## config.mk

```make
export PLATFORM = sky130hd
export DESIGN_NAME = pitch_glide_control
export DESIGN_NICKNAME = d
export VERILOG_FILES = /design/src/rtl/pitch_glide_control.sv
export SDC_FILE = /design/constraint.sdc
export NUM_CORES = 1
export LEC_CHECK = 0
export BUFFER_PORTS_ARGS = -buffer_cell sky130_fd_sc_hd__buf_2
export CORE_ASPECT_RATIO = 0.7
export CORE_UTILIZATION = 35
export CTS_CLUSTER_SIZE = 28
export DETAILED_ROUTE_END_ITERATION = 6
export RECOVER_POWER = 25
export SLEW_MARGIN = 10
export SYNTH_ARGS = -nofsm -noshare
export SYNTH_HDL_FRONTEND = slang
export SYNTH_SLANG_ARGS = --single-unit
```

## constraint.sdc

```tcl
create_clock -name sCLK_XVXOSC -period 10.66 [get_ports sCLK_XVXOSC]
set_input_delay 2.132 -clock sCLK_XVXOSC [delete_from_list [all_inputs] [get_ports sCLK_XVXOSC]]
set_output_delay 2.132 -clock sCLK_XVXOSC [all_outputs]
set_load 0.01 [all_outputs]
```

## src/rtl/pitch_glide_control.sv

```systemverilog
// Per-voice pitch engine: key tracking with optional portamento, coarse/fine/bend offsets, saturated output.
// Optional glide (portamento) logic is built only when PITCH_GLIDE_EN is defined.
//
// state    | meaning
// ---------+--------------------------------------------------
// ST_IDLE  | cur has reached target; no glide steps applied
// ST_GLIDE | cur steps toward target by glide_rate[0] per osc-0 slot
module pitch_glide_control #(
    parameter int VOICES  = 8,
    parameter int V_OSC   = 4,
    parameter int V_WIDTH = 3,
    parameter int O_WIDTH = 2,
    parameter int PW      = 16
) (
    input  logic                       sCLK_XVXOSC,
    input  logic                       reset_reg_N,
    input  logic [V_WIDTH+O_WIDTH-1:0] slot,
    input  logic                       slot_valid,
    input  logic                       key_wr,
    input  logic [V_WIDTH-1:0]         key_adr,
    input  logic [7:0]                 key_val,
    input  logic [13:0]                pitch_val,
    input  logic [3:0]                 pb_range,
    input  logic                       cfg_we,
    input  logic [O_WIDTH-1:0]         cfg_osc,
    input  logic [1:0]                 cfg_sel,
    input  logic [7:0]                 cfg_data,
    output logic [PW-1:0]              pitch_out,
    output logic                       pitch_valid,
    output logic [V_WIDTH+O_WIDTH-1:0] pitch_slot
);

    localparam int SW  = PW + 3;
    localparam int SLW = V_WIDTH + O_WIDTH;

    localparam logic [0:0] ST_IDLE  = 1'b0;
    localparam logic [0:0] ST_GLIDE = 1'b1;

    logic [7:0]         coarse [V_OSC];
    logic [7:0]         fine   [V_OSC];

    logic [PW-1:0]      tgt     [VOICES];
    logic [PW-1:0]      cur     [VOICES];
    logic [PW-1:0]      tgt_nxt [VOICES];
    logic [PW-1:0]      cur_nxt [VOICES];
    logic [VOICES-1:0]  seen;
    logic [VOICES-1:0]  seen_nxt;

    logic [V_WIDTH-1:0] slot_voice;
    logic [O_WIDTH-1:0] slot_osc;
    logic [PW-1:0]      key_tgt;

    assign slot_voice = slot[SLW-1:O_WIDTH];
    assign slot_osc   = slot[O_WIDTH-1:0];
    assign key_tgt    = PW'({key_val[6:0], 6'b000000});

    always_ff @(posedge sCLK_XVXOSC or negedge reset_reg_N) begin
        if (!reset_reg_N) begin
            for (int o = 0; o < V_OSC; o++) begin
                coarse[o] <= 8'd64;
                fine[o]   <= 8'd64;
            end
        end else if (cfg_we) begin
            case (cfg_sel)
                2'd0:    coarse[cfg_osc] <= cfg_data;
                2'd1:    fine[cfg_osc]   <= cfg_data;
                default: ;
            endcase
        end
    end

`ifdef PITCH_GLIDE_EN
    logic [7:0]         glide_rate [V_OSC];
    logic [VOICES-1:0]  st;
    logic [VOICES-1:0]  st_nxt;
    logic [PW-1:0]      rate_ext;
    logic               g_up;
    logic [PW-1:0]      g_dist;
    logic               g_hit;

    always_ff @(posedge sCLK_XVXOSC or negedge reset_reg_N) begin
        if (!reset_reg_N) begin
            for (int o = 0; o < V_OSC; o++) begin
                glide_rate[o] <= 8'd0;
            end
        end else if (cfg_we && cfg_sel == 2'd2) begin
            glide_rate[cfg_osc] <= cfg_data;
        end
    end

    // Only oscillator 0 of a voice advances the glide, so each voice steps once per scan.
    assign rate_ext = PW'(glide_rate[0]);
    assign g_up     = tgt[slot_voice] >= cur[slot_voice];
    assign g_dist   = g_up ? (tgt[slot_voice] - cur[slot_voice])
                           : (cur[slot_voice] - tgt[slot_voice]);
    assign g_hit    = slot_valid && (slot_osc == '0) && (st[slot_voice] == ST_GLIDE);
`endif

    always_comb begin
        for (int v = 0; v < VOICES; v++) begin
            tgt_nxt[v] = tgt[v];
            cur_nxt[v] = cur[v];
        end
        seen_nxt = seen;
`ifdef PITCH_GLIDE_EN
        st_nxt = st;
        if (g_hit) begin
            if (g_dist <= rate_ext) begin
                cur_nxt[slot_voice] = tgt[slot_voice];
                st_nxt[slot_voice]  = ST_IDLE;
            end else if (g_up) begin
                cur_nxt[slot_voice] = cur[slot_voice] + rate_ext;
            end else begin
                cur_nxt[slot_voice] = cur[slot_voice] - rate_ext;
            end
        end
`endif
        // A key event overrides any glide step on the same voice this cycle.
        if (key_wr && !key_val[7]) begin
            tgt_nxt[key_adr]  = key_tgt;
            seen_nxt[key_adr] = 1'b1;
`ifdef PITCH_GLIDE_EN
            if (!seen[key_adr] || glide_rate[0] == 8'd0) begin
                cur_nxt[key_adr] = key_tgt;
                st_nxt[key_adr]  = ST_IDLE;
            end else begin
                cur_nxt[key_adr] = cur[key_adr];
                st_nxt[key_adr]  = ST_GLIDE;
            end
`else
            cur_nxt[key_adr] = key_tgt;
`endif
        end
    end

    always_ff @(posedge sCLK_XVXOSC or negedge reset_reg_N) begin
        if (!reset_reg_N) begin
            for (int v = 0; v < VOICES; v++) begin
                tgt[v] <= '0;
                cur[v] <= '0;
            end
            seen <= '0;
`ifdef PITCH_GLIDE_EN
            st   <= '0;
`endif
        end else begin
            for (int v = 0; v < VOICES; v++) begin
                tgt[v] <= tgt_nxt[v];
                cur[v] <= cur_nxt[v];
            end
            seen <= seen_nxt;
`ifdef PITCH_GLIDE_EN
            st   <= st_nxt;
`endif
        end
    end

    // Stage 1: capture operands, using cur as it stands after this cycle's update.
    logic           s1_vld;
    logic [SLW-1:0] s1_slot;
    logic [PW-1:0]  s1_cur;
    logic [7:0]     s1_coarse;
    logic [7:0]     s1_fine;
    logic [13:0]    s1_pv;
    logic [3:0]     s1_pr;

    always_ff @(posedge sCLK_XVXOSC or negedge reset_reg_N) begin
        if (!reset_reg_N) begin
            s1_vld    <= 1'b0;
            s1_slot   <= '0;
            s1_cur    <= '0;
            s1_coarse <= 8'd64;
            s1_fine   <= 8'd64;
            s1_pv     <= 14'h2000;
            s1_pr     <= '0;
        end else begin
            s1_vld <= slot_valid;
            if (slot_valid) begin
                s1_slot   <= slot;
                s1_cur    <= cur_nxt[slot_voice];
                s1_coarse <= coarse[slot_osc];
                s1_fine   <= fine[slot_osc];
                s1_pv     <= pitch_val;
                s1_pr     <= pb_range;
            end
        end
    end

    logic signed [8:0]    c_diff;
    logic signed [8:0]    f_diff;
    logic signed [14:0]   p_diff;
    logic signed [19:0]   b_prod;
    logic signed [SW-1:0] sum;

    assign c_diff = $signed({1'b0, s1_coarse}) - 9'sd64;
    assign f_diff = $signed({1'b0, s1_fine}) - 9'sd64;
    assign p_diff = $signed({1'b0, s1_pv}) - 15'sd8192;
    assign b_prod = 20'(p_diff) * 20'($signed({1'b0, s1_pr}));
    assign sum    = SW'($signed({1'b0, s1_cur}))
                  + (SW'(c_diff) <<< 6)
                  + SW'(f_diff)
                  + SW'(b_prod >>> 7);

    // Stage 2: hold the raw signed sum; clamp on the way to the output register.
    logic                 s2_vld;
    logic [SLW-1:0]       s2_slot;
    logic signed [SW-1:0] s2_sum;
    logic [PW-1:0]        sat;

    always_ff @(posedge sCLK_XVXOSC or negedge reset_reg_N) begin
        if (!reset_reg_N) begin
            s2_vld  <= 1'b0;
            s2_slot <= '0;
            s2_sum  <= '0;
        end else begin
            s2_vld  <= s1_vld;
            s2_slot <= s1_slot;
            s2_sum  <= sum;
        end
    end

    always_comb begin
        sat = s2_sum[PW-1:0];
        if (s2_sum[SW-1]) begin
            sat = '0;
        end else if (s2_sum[SW-2:PW] != '0) begin
            sat = '1;
        end
    end

    always_ff @(posedge sCLK_XVXOSC or negedge reset_reg_N) begin
        if (!reset_reg_N) begin
            pitch_out   <= '0;
            pitch_valid <= 1'b0;
            pitch_slot  <= '0;
        end else begin
            pitch_valid <= s2_vld;
            if (s2_vld) begin
                pitch_out  <= sat;
                pitch_slot <= s2_slot;
            end
        end
    end

endmodule
```

==> flow_metrics.tcl <==
set metrics [dict create \
    clk_latency_ns 0.59 \
    netSwitchingFraction_pct 37.14 \
    grt_overflow_total 0 \
    ys_types 55 \
    tightest_slew_ns 6.404 \
    dp.cells 1815 \
    internal_power_w 0.003077 \
    synth_ff_type "dfrtp_1" \
    holdBufCountCts 0 \
    coreArea_um2 42800 \
    critPathBufInv 1 \
    wirelength_mm 31.32 \
    post_cts_buffers 0 \
    netlist_instances 1202 \
    syn_avg_cell_area_um2 12.77 \
    htreeDepth 1 \
    antenna_violating_nets_post_route 0 \
    slew_headroom_pct -326.9 \
    critPathKind "in2async" \
    p_comb_share_pct 46.4 \
    cts_tree "built" \
    critPathMaxStageDelay_ns 4.31 \
    power.leakage_nw 8.095 \
    clock_sinks 295 \
    wl_per_cell_um 16.75 \
    numPortBuffers 72 \
    ios 73 \
    clock_skew_ns 0.01875 \
    ys_seq_area_share_pct 48.17 \
    async_reset_ff_share_pct 100.0 \
    drtPass1Iterations 5 \
    period_share_pct 70.75 \
    row_count 63 \
    hold_class "reg2reg" \
    ys_warn_count 0 \
    rsz0062_at_grt "no" \
    crit_end "s2_sum[4]" \
    ctsResizeCount 0 \
    dp_hpwl_mm 21.28 \
    die_h_um 177.2 \
    setup_slack_ns 3.118 \
    cts_buffers 31 \
    p_switching_w 0.001818 \
    power.density_nw_per_um2 281.5 \
    syn_nets 1370 \
    instances_no_fill 1870 \
    clkPwrFrac_pct 23.4 \
    ys_seq_elements 295 \
    postLayoutCellArea_um2 17390 \
    pwr-share-seq_pct 30.2 \
    dieArea_um2 44720 \
    arrival_ns 6.65 \
    setup_viol 0 \
    place_worst_setup_slack_ns 4.009 \
    cap_violations 2 \
    rr_worst_depth 23 \
    reg2reg_from "s1_pr[2]" \
    via_per_inst 4.803 \
    dpl-instance-area_um2 16320 \
    n_antenna_cell 0 \
    cp-end-kind "async pin" \
    drive_above_1_share_pct 29.26 \
    synth_edf_count 0 \
    grt_max_degree 179 \
    cp-startpoint "reset_reg_N" \
    cp_data_required_time_ns 9.77 \
    fin_tns_setup_ns 0 \
    grt_pass1_wl_mm 51.49 \
    antenna_found_initial 1 \
    drcViolationCount 0 \
    reg2reg_slack_ns 3.95 \
    final.min_clock_period_ns 7.542 \
    start_util_pct 35.87 \
    via_count 8981 \
    status "complete, but fails checks" \
    critical-path-top-delay-family "buffers and inverters" \
    slowest_stage "clkbuf_1" \
    syn_to_final_growth_pct 13.28 \
    report.final.hold_viol_count 0 \
    vdd_drop_max_v 0.0002238 \
    fmax_mhz 132.6 \
    grt_usage_pct 14.56 \
    gp_congestion 0.8038 \
    clk_pin_slew_ns 0.06 \
    worstReg2RegEnd "s2_sum[18]" \
    violations "capacitance limit, slew limit" \
    crit_chain "clkbuf_1" \
    syn-cell-area_um2 15350 \
    dieWidth_um 252.3 \
    cp_max_fo 118 \
    drtIter0Drc 523 \
    cp.depth 1 \
    cts_root_buffer "clkbuf_16" \
    num-nets-final 1431 \
    grt_pass1_vias 9261 \
    finalMaxSlewViolations 179 \
    cts_buffer_depth 3 \
    worstSetupStartpointType "input port" \
]
[per-layer routing]
metal  part of all wire [%]  routed length [um]  global-route usage [%]
met1                     53               16540                   22.58
met5                  0.042                  13                       0
met2                     41               12970                   20.88
met4                    1.7                 520                   3.005
met3                    4.1                1276                   2.809
[kinds of logic after synthesis]
kind of cell,count (synthesis),synth area share [%]
buffers and inverters,163,4.091
DFF,295,48.17
adders and majority gates,117,12.32
AOI/OAI and AO/OA,98,4.238
and+or+nand+nor,270,9.397
xor gates and xnor gates,19,1.084
muxes,240,20.69
[final cells by class]
cell class              instances  area, um2
clock buffers                  42      897.1
clock inverters                13      197.7
fillers                      4020      25410
inverters                     114      427.9
multi-input cells             744       7342
flip-flops and latches        295       7396
well taps                     585      732.0
repair buffers                 77      397.9
[registers in the layout, indices dropped and copies added (netlist names), 4 cells and up]
signal,flops
pitch_slot,5
s2_slot,5
s1_slot,5
s1_pv,14
s2_sum,19
cur,128
s1_cur,16
s1_coarse,8
s1_pr,4
fine,32
pitch_out,16
coarse,32
s1_fine,8
[synthesized netlist by cell type, drive strengths merged (13+ instances only)]
cell    instances  area share [%]
a21oi          19            0.62
and2           77             3.1
buf            14            0.45
clkbuf         35            0.86
dfrtp         284              46
fa             57             7.4
ha             60             4.9
inv           113             2.8
mux2          199              15
mux4           39             5.7
nand2          41             1.0
nor2           65             1.6
nor2b          43             1.8
o21ai          30            0.98
xnor2          13            0.74
[metrics by stage]
stage	util, %	power (W)	hold slack, ns
floorplan	-	0.003197	0.3312
global placement	38.12	0.003715	0.3332
detailed placement	38.12	0.003739	0.3370
CTS	40.68	0.004932	0.3517
global route	40.63	0.005303	0.3615
finish	40.63	0.004895	0.3511
[worst min path at each step]
stage / from / endpoint / slack [ns] / cells after the start
2_1_floorplan: s1_vld / s2_vld / 0.33 / 0
3_3_place_gp: s1_vld / s2_vld / 0.33 / 0
3_5_place_dp: s1_vld / s2_vld / 0.34 / 0
4_1_cts: s1_vld / s2_vld / 0.35 / 0
5_1_grt: s1_vld / s2_vld / 0.36 / 0
6_report: s1_vld / s2_vld / 0.35 / 0
[cells in the final DEF (no fill, tap or decap), types with 3 or more instances in the layout]
cell        instances
a211oi_1            3
a21boi_0            3
a21o_1              5
a21oi_1            19
a222oi_1            9
a31oi_1             3
and2_1             77
buf_2              71
bufinv_16           4
clkbuf_1            7
clkbuf_16          31
clkbuf_8            8
clkinvlp_4          4
dfrtp_1           284
dfstp_2            11
fa_1               57
ha_1               60
inv_1             113
mux2_1              6
mux2_2            183
mux2_4             10
mux4_2             39
nand2_1            41
nand2b_1            5
nand3b_1            6
nor2_1             62
nor2_2              3
nor2b_1            43
nor3_1              9
nor3b_1             3
o211ai_1            7
o21a_1              6
o21ai_0            29
or2_2               3
or3_1               5
xnor2_1            13
xor2_1              6
[worst register-to-register path, delay by kind of cell, from the launching register on]
family	cells	cell delay [ns]
simple gates	5	1.02
flops	1	0.53
compound gates	7	2.13
fa+ha+maj	7	2.59
buf+inv	4	0.32
[power groups by stage]
stage	Combinational, W	Sequential, W	Clock (W)
2_1_floorplan	0.00173	0.00147	0
3_5_place_dp	0.00224	0.00150	0
6_report	0.00227	0.00148	0.00115
3_3_place_gp	0.00222	0.00149	0
5_1_grt	0.00257	0.00150	0.00122
4_1_cts	0.00227	0.00148	0.00118
No activity file was read; power rests on OpenSTA's default activity.
